<file path="src/rtl/gen1_2_tx_framer_if.sv">
// ---------------------------------------------------------------------------
// gen1_2_tx_framer_if
// Bundles the link-layer side (TLP beats, DLLP requests, ready handshakes)
// and the lane side (framed word, per-byte K flags, per-byte valid, error
// pulse) of the Gen1/2 transmit framer.
//   master : link layer / lane consumer view (drives TLP/DLLP requests)
//   slave  : framer view (drives ready, framed word and proto_err)
// Signals:
//   tlp_data[511:0]  TLP beat, byte 0 = bits[7:0]
//   tlp_valid/sop/eop, tlp_bytes[6:0] (valid bytes on eop beat), tlp_nullify
//   tlp_ready        beat accepted when tlp_valid & tlp_ready
//   dllp_data[47:0], dllp_valid, dllp_ready
//   Data_out[511:0], DK[63:0], valid[63:0], proto_err
// ---------------------------------------------------------------------------
interface gen1_2_tx_framer_if;
   logic [511:0] tlp_data;
   logic         tlp_valid;
   logic         tlp_sop;
   logic         tlp_eop;
   logic [6:0]   tlp_bytes;
   logic         tlp_nullify;
   logic         tlp_ready;
   logic [47:0]  dllp_data;
   logic         dllp_valid;
   logic         dllp_ready;
   logic [511:0] Data_out;
   logic [63:0]  DK;
   logic [63:0]  valid;
   logic         proto_err;

   modport master (
      output tlp_data, tlp_valid, tlp_sop, tlp_eop, tlp_bytes, tlp_nullify,
      output dllp_data, dllp_valid,
      input  tlp_ready, dllp_ready,
      input  Data_out, DK, valid, proto_err
   );

   modport slave (
      input  tlp_data, tlp_valid, tlp_sop, tlp_eop, tlp_bytes, tlp_nullify,
      input  dllp_data, dllp_valid,
      output tlp_ready, dllp_ready,
      output Data_out, DK, valid, proto_err
   );
endinterface

</file>
<file path="src/rtl/gen1_2_tx_framer.sv">
// ---------------------------------------------------------------------------
// gen1_2_tx_framer
// Gen1/2 transmit packet framer. Wraps TLPs as STP..END/EDB and DLLPs as
// SDP..END, pads unused bytes with PAD and emits one registered 64-byte word
// per cycle toward the scrambler / 8b10b lanes. Every packet starts at byte 0.
// Ports:
//   clk    : clock, all state updates on the rising edge
//   reset  : synchronous active-high reset
//   bus    : gen1_2_tx_framer_if.slave (TLP/DLLP inputs, readies, framed word)
// ---------------------------------------------------------------------------
module gen1_2_tx_framer (
   input logic               clk,
   input logic               reset,
   gen1_2_tx_framer_if.slave bus
);
   localparam int         BYTES      = 64;
   localparam int         DLLP_BYTES = 6;
   localparam logic [7:0] SYM_STP    = 8'hFB;
   localparam logic [7:0] SYM_SDP    = 8'h5C;
   localparam logic [7:0] SYM_END    = 8'hFD;
   localparam logic [7:0] SYM_EDB    = 8'hFE;
   localparam logic [7:0] SYM_PAD    = 8'hF7;

   typedef enum logic [1:0] {
      ST_IDLE     = 2'd0,
      ST_TLP_BODY = 2'd1,
      ST_TAIL     = 2'd2
   } state_t;

   state_t             r_state, w_state_next;
   logic [7:0]         r_carry, w_carry_next;
   logic               r_tail_two, w_tail_two_next;
   logic [7:0]         r_tail_sym, w_tail_sym_next;
   logic [8*BYTES-1:0] r_data, w_data_next;
   logic [BYTES-1:0]   r_dk, w_dk_next;
   logic [BYTES-1:0]   r_valid, w_valid_next;
   logic               r_proto_err, w_proto_err_next;

   logic               w_tlp_ready, w_dllp_ready, w_tlp_fire, w_dllp_fire;
   logic               w_take_beat;
   logic               w_bytes_bad;
   logic [6:0]         w_eff_bytes;
   logic [7:0]         w_end_sym;
   logic [8*BYTES-1:0] w_beat_data, w_dllp_word, w_tail_word;
   logic [BYTES-1:0]   w_beat_dk, w_dllp_dk, w_tail_dk;

   // DLLP has priority over a TLP start in IDLE; nothing is accepted in TAIL
   assign w_tlp_ready  = !reset && ((r_state == ST_IDLE && !bus.dllp_valid) ||
                                    (r_state == ST_TLP_BODY));
   assign w_dllp_ready = !reset && (r_state == ST_IDLE);
   assign w_tlp_fire   = bus.tlp_valid && w_tlp_ready;
   assign w_dllp_fire  = bus.dllp_valid && w_dllp_ready;

   // A byte count of 0 (or anything above 64) is flagged and framed as a full beat
   assign w_bytes_bad = (bus.tlp_bytes == 7'd0) || (bus.tlp_bytes > 7'd64);
   assign w_eff_bytes = w_bytes_bad ? 7'd64 : bus.tlp_bytes;
   assign w_end_sym   = bus.tlp_nullify ? SYM_EDB : SYM_END;

   // Beat word: the whole TLP stream is shifted one byte right by STP, so
   // byte 0 is either STP (first beat) or the byte carried from the last beat.
   assign w_beat_data[7:0] = (r_state == ST_IDLE) ? SYM_STP : r_carry;
   assign w_beat_dk[0]     = (r_state == ST_IDLE);

   genvar gi;
   generate
      for (gi = 1; gi < BYTES; gi++) begin : g_beat
         logic w_is_payload, w_is_end;
         assign w_is_payload = !bus.tlp_eop || (7'(gi) <= w_eff_bytes);
         assign w_is_end     = (7'(gi) == w_eff_bytes + 7'd1);
         assign w_beat_data[8*gi +: 8] = w_is_payload ? bus.tlp_data[8*(gi-1) +: 8] :
                                         (w_is_end ? w_end_sym : SYM_PAD);
         assign w_beat_dk[gi] = !w_is_payload;
      end

      for (gi = 0; gi < BYTES; gi++) begin : g_dllp
         if (gi == 0) begin : g_sdp
            assign w_dllp_word[7:0] = SYM_SDP;
            assign w_dllp_dk[0]     = 1'b1;
         end else if (gi <= DLLP_BYTES) begin : g_pay
            assign w_dllp_word[8*gi +: 8] = bus.dllp_data[8*(gi-1) +: 8];
            assign w_dllp_dk[gi]          = 1'b0;
         end else if (gi == DLLP_BYTES + 1) begin : g_end
            assign w_dllp_word[8*gi +: 8] = SYM_END;
            assign w_dllp_dk[gi]          = 1'b1;
         end else begin : g_pad
            assign w_dllp_word[8*gi +: 8] = SYM_PAD;
            assign w_dllp_dk[gi]          = 1'b1;
         end
      end

      // Tail word: either [END/EDB] or [last payload byte, END/EDB], then PAD
      for (gi = 0; gi < BYTES; gi++) begin : g_tail
         if (gi == 0) begin : g_b0
            assign w_tail_word[7:0] = r_tail_two ? r_carry : r_tail_sym;
            assign w_tail_dk[0]     = !r_tail_two;
         end else if (gi == 1) begin : g_b1
            assign w_tail_word[15:8] = r_tail_two ? r_tail_sym : SYM_PAD;
            assign w_tail_dk[1]      = 1'b1;
         end else begin : g_pad
            assign w_tail_word[8*gi +: 8] = SYM_PAD;
            assign w_tail_dk[gi]          = 1'b1;
         end
      end
   endgenerate

   always_comb begin
      w_state_next     = r_state;
      w_carry_next     = r_carry;
      w_tail_two_next  = r_tail_two;
      w_tail_sym_next  = r_tail_sym;
      w_data_next      = '0;
      w_dk_next        = '0;
      w_valid_next     = '0;
      w_proto_err_next = 1'b0;
      w_take_beat      = 1'b0;

      case (r_state)
         ST_IDLE: begin
            if (w_dllp_fire) begin
               w_data_next  = w_dllp_word;
               w_dk_next    = w_dllp_dk;
               w_valid_next = '1;
            end else if (w_tlp_fire) begin
               if (bus.tlp_sop) w_take_beat = 1'b1;
               else             w_proto_err_next = 1'b1;   // orphan beat is dropped
            end
         end
         ST_TLP_BODY: begin
            if (w_tlp_fire) begin
               w_take_beat = 1'b1;
               if (bus.tlp_sop) w_proto_err_next = 1'b1;  // framed as continuation
            end
         end
         ST_TAIL: begin
            w_data_next  = w_tail_word;
            w_dk_next    = w_tail_dk;
            w_valid_next = '1;
            w_state_next = ST_IDLE;
         end
         default: w_state_next = ST_IDLE;
      endcase

      if (w_take_beat) begin
         w_data_next  = w_beat_data;
         w_dk_next    = w_beat_dk;
         w_valid_next = '1;
         w_carry_next = bus.tlp_data[8*BYTES-1 -: 8];
         if (!bus.tlp_eop) begin
            w_state_next = ST_TLP_BODY;
         end else begin
            if (w_bytes_bad) w_proto_err_next = 1'b1;
            w_tail_sym_next = w_end_sym;
            w_tail_two_next = (w_eff_bytes == 7'd64);
            // 63 or 64 bytes leave the terminator (and maybe one payload byte) for a tail word
            w_state_next    = (w_eff_bytes <= 7'd62) ? ST_IDLE : ST_TAIL;
         end
      end
   end

   always_ff @(posedge clk) begin
      if (reset) begin
         r_state     <= ST_IDLE;
         r_carry     <= '0;
         r_tail_two  <= 1'b0;
         r_tail_sym  <= '0;
         r_data      <= '0;
         r_dk        <= '0;
         r_valid     <= '0;
         r_proto_err <= 1'b0;
      end else begin
         r_state     <= w_state_next;
         r_carry     <= w_carry_next;
         r_tail_two  <= w_tail_two_next;
         r_tail_sym  <= w_tail_sym_next;
         r_data      <= w_data_next;
         r_dk        <= w_dk_next;
         r_valid     <= w_valid_next;
         r_proto_err <= w_proto_err_next;
      end
   end

   assign bus.tlp_ready  = w_tlp_ready;
   assign bus.dllp_ready = w_dllp_ready;
   assign bus.Data_out   = r_data;
   assign bus.DK         = r_dk;
   assign bus.valid      = r_valid;
   assign bus.proto_err  = r_proto_err;
endmodule

</file>
<file path="src/flat_wrapper.sv">
// flat-port wrapper written by rule: the top's interface ports become plain ports
module gen1_2_tx_framer_flat 
  (clk, reset, bus_tlp_data, bus_tlp_valid, bus_tlp_sop, bus_tlp_eop, bus_tlp_bytes, bus_tlp_nullify, bus_dllp_data, bus_dllp_valid, bus_tlp_ready, bus_dllp_ready, bus_Data_out, bus_DK, bus_valid, bus_proto_err);
  gen1_2_tx_framer_if bus_i ();
  input logic clk;
  input logic reset;
  input wire logic [$bits(bus_i.tlp_data)-1:0] bus_tlp_data;
  input wire logic [$bits(bus_i.tlp_valid)-1:0] bus_tlp_valid;
  input wire logic [$bits(bus_i.tlp_sop)-1:0] bus_tlp_sop;
  input wire logic [$bits(bus_i.tlp_eop)-1:0] bus_tlp_eop;
  input wire logic [$bits(bus_i.tlp_bytes)-1:0] bus_tlp_bytes;
  input wire logic [$bits(bus_i.tlp_nullify)-1:0] bus_tlp_nullify;
  input wire logic [$bits(bus_i.dllp_data)-1:0] bus_dllp_data;
  input wire logic [$bits(bus_i.dllp_valid)-1:0] bus_dllp_valid;
  output wire logic [$bits(bus_i.tlp_ready)-1:0] bus_tlp_ready;
  output wire logic [$bits(bus_i.dllp_ready)-1:0] bus_dllp_ready;
  output wire logic [$bits(bus_i.Data_out)-1:0] bus_Data_out;
  output wire logic [$bits(bus_i.DK)-1:0] bus_DK;
  output wire logic [$bits(bus_i.valid)-1:0] bus_valid;
  output wire logic [$bits(bus_i.proto_err)-1:0] bus_proto_err;
  assign bus_i.tlp_data = bus_tlp_data;
  assign bus_i.tlp_valid = bus_tlp_valid;
  assign bus_i.tlp_sop = bus_tlp_sop;
  assign bus_i.tlp_eop = bus_tlp_eop;
  assign bus_i.tlp_bytes = bus_tlp_bytes;
  assign bus_i.tlp_nullify = bus_tlp_nullify;
  assign bus_i.dllp_data = bus_dllp_data;
  assign bus_i.dllp_valid = bus_dllp_valid;
  assign bus_tlp_ready = bus_i.tlp_ready;
  assign bus_dllp_ready = bus_i.dllp_ready;
  assign bus_Data_out = bus_i.Data_out;
  assign bus_DK = bus_i.DK;
  assign bus_valid = bus_i.valid;
  assign bus_proto_err = bus_i.proto_err;
  gen1_2_tx_framer u_core (.clk(clk), .reset(reset), .bus(bus_i));
endmodule
</file>
<file path="config.mk">
export PLATFORM = sky130hd
export DESIGN_NAME = gen1_2_tx_framer_flat
export DESIGN_NICKNAME = d
export VERILOG_FILES = /design/src/rtl/gen1_2_tx_framer_if.sv /design/src/rtl/gen1_2_tx_framer.sv /design/src/flat_wrapper.sv
export SDC_FILE = /design/constraint.sdc
export NUM_CORES = 1
export LEC_CHECK = 0
export ABC_AREA = 1
export BUFFER_PORTS_ARGS = -buffer_cell sky130_fd_sc_hd__buf_2
export CAP_MARGIN = 25
export CORE_AREA = 2 2 479 481
export CTS_CLUSTER_SIZE = 16
export DETAILED_ROUTE_END_ITERATION = 12
export DIE_AREA = 0 0 481 483
export GPL_TIMING_DRIVEN = 1
export HOLD_SLACK_MARGIN = 0.06
export PLACE_DENSITY = 0.34
export RECOVER_POWER = 25
export SYNTH_ARGS = -nofsm -noshare
export SYNTH_HDL_FRONTEND = slang
export SYNTH_SLANG_ARGS = --single-unit
</file>
<file path="constraint.sdc">
create_clock -name clk -period 6.7 [get_ports clk]
set_input_delay 1.34 -clock clk [delete_from_list [all_inputs] [get_ports clk]]
set_output_delay 1.34 -clock clk [all_outputs]
set_load 0.02 [all_outputs]
</file>
; Word level (Yosys, flattened, before mapping)
; Cells that the tools add are included.
[totals]
reg_bits = 660
in_bits = 574
out_inout_bits = 643
elab_cells = 438
[op_classes]
n_addsub = 1
magnitude_cmp = 65
n_eq_ne = 67
mux = 156
reduce_logical = 141
[ops]
columns = operator, n
row1 = $mux W8, 129
row2 = $mux W512, 2
row3 = $pmux W512 S2, 1
row4 = $mux W64, 4
row5 = $pmux W64 S2, 2
row6 = $eq A6 B7 Y1 const A, 32
row7 = $le A6 B7 Y1 const A, 32
row8 = $eq A5 B7 Y1 const A, 16
row9 = $le A5 B7 Y1 const A, 16
row10 = $logic_not A1 Y1, 67
row11 = $logic_or A1 B1 Y1, 65
row12 = $eq A4 B7 Y1 const A, 8
row13 = $le A4 B7 Y1 const A, 8
row14 = $eq A3 B7 Y1 const A, 4
row15 = $le A3 B7 Y1 const A, 4
row16 = $eq A2 B7 Y1 const A, 2
row17 = $le A2 B7 Y1 const A, 2
row18 = $mux W1, 10
row19 = $mux W2, 5
row20 = $add A7 B1 Y7 const B, 1
row21 = $eq A1 B7 Y1 const A, 1
row22 = $eq A7 B7 Y1 const B, 1
row23 = $gt A7 B7 Y1 const B, 1
row24 = $le A1 B7 Y1 const A, 1
row25 = 11 further kinds, 16

; Longest topological paths before layout
[depth]
depth_word = 11
ltp_mapped = 13
ltp_nobuf = 13

; Worst setup path before layout
; OpenSTA, ideal clock, no wires.
[synth_timing]
kind = input-to-output
from = in reset
to = out bus_dllp_ready
arrival_ps = 2034
required_time_ps = 5360
setup_slack_ps = 3326
path_stages = 3
path_buffers = 2
path_cell_list = clkbuf_1 clkbuf_1 nor2_1
[synth_between]
elab_chain_cells = 2
[synth_lines]
columns = item, line_no
row1 = from (decl), flat_wrapper.sv:6  ; input logic reset;
row2 = $logic_not A1 Y1, gen1_2_tx_framer.sv:50  ; assign w_dllp_ready = !reset && (r_state == ST_IDLE);
row3 = $logic_and A1 B1 Y1, gen1_2_tx_framer.sv:50
row4 = to (decl), flat_wrapper.sv:16  ; output wire logic [$bits(bus_i.dllp_ready)-1:0] bus_dllp_ready;
; Every way passes these cells.

; Final worst setup path
[layout_timing]
from = in reset
to = reg u_core.r_data[391], in the netlist u_core.bus.Data_out[391]
[layout_between]
elab_chain_cells = 7
word_cells_on_any_way = 12
cone_classes = mux (7) / reduce/logical (5)
[layout_lines]
columns = item, line_no
row1 = $logic_not A1 Y1, "gen1_2_tx_framer.sv:48, gen1_2_tx_framer.sv:50"
row2 = $logic_and A1 B1 Y1, gen1_2_tx_framer.sv:48  ; assign w_tlp_ready = !reset && ((r_state == ST_IDLE && !bus.dllp_valid) ||
row3 = $logic_and A1 B1 Y1, gen1_2_tx_framer.sv:51  ; assign w_tlp_fire = bus.tlp_valid && w_tlp_ready;
row4 = $mux W1, n/a
row5 = $mux W1, gen1_2_tx_framer.sv:119  ; if (w_dllp_fire) begin
row6 = $pmux W1 S2, gen1_2_tx_framer.sv:117  ; case (r_state)
row7 = $mux W512, gen1_2_tx_framer.sv:143  ; if (w_take_beat) begin
row8 = to (signal assigned), gen1_2_tx_framer.sv:175  ; r_data <= w_data_next;
row9 = to (decl), gen1_2_tx_framer.sv:34  ; logic [8*BYTES-1:0] r_data, w_data_next;
; Several ways; a longest one is shown, not always the timed one.
; A chain may end at the register's enable or synchronous reset.

==> metrics list <==
- Max-cap violations: 2
* DRC: 0
- The number of setup buffers added after CTS is 0.
- TritonCTS built the clock tree.
- For this run, the slowest stage of the critical path takes 0.95 ns.
* Overall power consumption: 10.26 mW
- Kind of cell adding the most delay to the critical path: simple AND/OR/NAND/NOR gates
- Post-Syn Nets: 3409
* Maximum achievable frequency: 232.8 MHz
- Kind of path behind the tightest hold check: flip-flop to flip-flop
- Highest-count cells in the layout ignoring fill and taps: buf_2 (916), nand2_1 (847), dfxtp_1 (592), clkbuf_1 (315), inv_1 (256)
- Summed over all failing endpoints, the final setup total negative slack is 0 ns.
* Number of nets still failing antenna checks after routing: 0
* Hold depth: 2
* Critical path fanouts, max: 93
* Worst slack after detailed placement: 1.812 ns
- The floorplan step defined a die boundary enclosing 0.2323 sq mm.
- Ports placed on the boundary: 1217
- Weighted congestion at the end of routability-driven global placement: 0.8810
* Final period util: 0.6412
- Dividing the detail-routed wire length by the instance count gives 27.17 um.
- The flow ran to the end, but the final reports show violations.
- Clock input transition at the sequential cells of the worst setup and hold paths: 0.06 ns
- CTS placed an instance of clkbuf_16 at the clock tree root.
- The floorplan step set the die width to 481 um.
- Number of failing hold endpoints at the final stage: 0
- Initial cell density of the core: 0.09691
* Std-Cell Rows: 175
- Worst slew margin relative to its limit: -0.4724
- Hold_buf cts: 0
* Vias in the first global route: 24465
- Before antenna repair, the detailed router went through 6 iterations.
- Tmin final: 4.296 ns
- Kind of end point of the critical path: flip-flop
- The critical path is of the input pin to flip-flop type.
- Seq/Total Area, Yosys: 0.5391
- Arr. time, crit path: 4.92 ns
- Number of antenna violations at the first check in global routing: 136
- Between clock sinks in the finished design, the worst skew comes to 0.03614 ns.
* Area taken by multi-input logic gates: 0.007965 sq mm
- The worst hold path terminates at u_core.r_carry[4].
- Walking the worst path, the cells encountered are clkbuf_1, nor2_1, and3_1, nand3_1, nand2_1, nor2_4, inv_8, buf_4, nand2_1, nand2_1.
* Number of clock sinks seen by CTS: 592
- Largest net degree at the start of global routing: 99
* Cells after synthesis: 2834
- Most common cell after layout, fill and taps aside: buf_2
- Post-synthesis cell type count: 46
* Slack of the worst reg-to-reg path: 2.64 ns
* Kind of start point of the critical path: input pin
- Across every metal layer, demand over resource in global routing totals 0.1592.
- Total congestion overflow: 0
- The startpoint identified for the worst hold timing path is u_core.r_carry[4].
- Wire length of the first global-routing pass: 243300 um
* Buffers on Ports: 1216
* Number of nets in the final layout: 4558
- Core area: 0.2268 sq mm
- The final reports fail on max-capacitance violations, max-slew violations.
- Fraction of final layout cells sized beyond drive strength 1: 0.3027
- Setup violations remaining at the end of the flow were counted as 0.
- For this block, the initial DRC count from the detailed router was 1209.
- Maximum clock insertion buffer count: 3
- CP Data Required Time: 7.33 ns
* Via-per-instance ratio: 3.382
- Capture instance of the worst register-to-register path: u_core.bus.Data_out[391]
- Together, buffers and inverters on the worst path number 3.
* Synth warnings: 0
* Ratio of total power to cell area: 305.3 mW/mm^2
- The HPWL after detailed placement is 160900 um.
* Most repeated library cell on the critical path: nand2_1
* Static leakage: 16.21 nW
* Count of final max-slew check failures: 74
- Relative to the synthesized area, the layout overhead comes to 52.82%.
- The die is 483 um tall.
- Worst Tran Pin Value: 2.201 ns
- Logic depth of the worst register-to-register path: 10
* Fillers: 26667
- CTS buffer count: 81
- Hold Worst Slack: 0.5042 ns
- Synthesis inferred 592 register bits.
* IR Drop Worst-Case VDD: 0.0001662 V
- Routed vias: 23980
- The synthesized netlist occupies a cell area of 0.02198 sq mm.
- Total area of sequential cells: 0.01185 sq mm
- In this run the mean area of a mapped cell was 7.757 sq um.
- Post-CTS repair changed the size of 0 cells.
- Setup repair after global routing left no endpoint under its margin.
- At the later pin of the worst-skew pair, clock insertion delay measures 0.71 ns.
- The H-tree was split into 3 levels.
* Master of the slowest instance on the critical path: nand2_1
- Non-filler instance count after layout: 7090
- Final setup slack of the worst path: 2.404 ns
* Launch point of the worst reg-to-reg path: u_core.r_state[1]
- Placed cells: 6909
- The routed design has 192600 um of wire.
## layer usage
metal / wire length [um] / track usage / share of wire / vias up
met4: 6019 / 0.04316 / 0.031 / 64
met2: 96390 / 0.2887 / 0.50 / 1205
met1: 71320 / 0.1691 / 0.37 / 11203
li1: - / - / - / 11178
met5: 388 / 0 / 0.0020 / -
met3: 18500 / 0.06271 / 0.096 / 330
## flip-flops by register name (all words and copies together) (netlist names)
name,cells
u_core.r_state,2
u_core.r_carry,8
u_core.bus.proto_err,1
u_core.bus.valid,1
u_core.bus.DK,64
u_core.bus.Data_out,512
u_core.r_tail_sym,3
u_core.r_tail_two,1
## tightest hold or removal path: cells and delay by family (launching register included)
family / cells / cell delay, ns
flops: 1 / 0.32
simple gates: 2 / 0.15
## worst max path at each step
stage                            from                        to  slack (ns)  cells after the start
global placement     bus_tlp_bytes[6]  u_core.bus.Data_out[281]        1.39                      9
global route                    reset  u_core.bus.Data_out[423]        2.01                     10
floorplan                       reset            bus_dllp_ready        3.33                      3
finish                          reset  u_core.bus.Data_out[391]        2.40                     10
CTS                 u_core.r_state[1]  u_core.bus.Data_out[391]        2.44                      9
detailed placement   bus_tlp_bytes[6]  u_core.bus.Data_out[152]        1.81                     11
## cell type report
type,count,share of cell area
flip-flops and latches,592,0.3528
multi-input cells,1757,0.2371
repair buffers,1261,0.1821
well taps,3009,0.1121
clock buffers,107,0.06748
inverters,290,0.03281
clock inverters,40,0.01318
diodes,34,0.002532
## power by group
| part | leakage (nW) | switching, mW | total [mW] | internal, mW |
|---|---|---|---|---|
| clock | 1.32 | 1.90 | 4.53 | 2.63 |
| combinational | 9.96 | 1.33 | 1.79 | 0.455 |
| sequential | 4.92 | 0.114 | 3.94 | 3.83 |
| total | 16.2 | 3.35 | 10.3 | 6.91 |
## Yosys cell counts (all sizes together)
cell / n / area (sq um)
a211oi: 1 / 20.02
and3: 1 / 6.260
o22ai: 4 / 31.28
inv: 288 / 1086
dfxtp: 592 / 11850
o31ai: 8 / 60.06
buf: 144 / 905.9
nor2: 264 / 1109
nor3b: 1 / 7.510
nand4: 23 / 150.1
a31oi: 10 / 62.56
clkinv: 2 / 7.510
o211ai: 4 / 40.03
o21a: 4 / 30.03
nand2: 874 / 3373
a21o: 1 / 7.510
o21ai: 202 / 1045
clkbuf: 51 / 191.4
nor3: 8 / 62.56
nand3: 95 / 558.0
nand3b: 2 / 15.01
ha: 1 / 12.51
o32ai: 2 / 17.52
a21oi: 246 / 1291
o21bai: 4 / 30.03
or2: 2 / 12.51
## cells by family (layout without fill, tap and decap cells)
family / after synthesis / in the layout / share of synthesized area
AO/OA/AOI/OAI: 486 / 486 / 0.1199
adder cells (fa/ha/maj): 1 / 1 / 0.0005691
buffers and inverters: 485 / 1698 / 0.09966
flip-flops: 592 / 592 / 0.5391
other: 0 / 34 / 0
AND/OR/NAND/NOR: 1270 / 1270 / 0.2408
## stage by stage
stage,util,instance area (sq um)
global placement,0.1372,31120
CTS,0.1495,33910
detailed placement,0.1376,31200
global route,0.1478,33530
floorplan,-,21980
finish,0.1481,33600
Note: power is estimated with default switching activity, not from simulation.
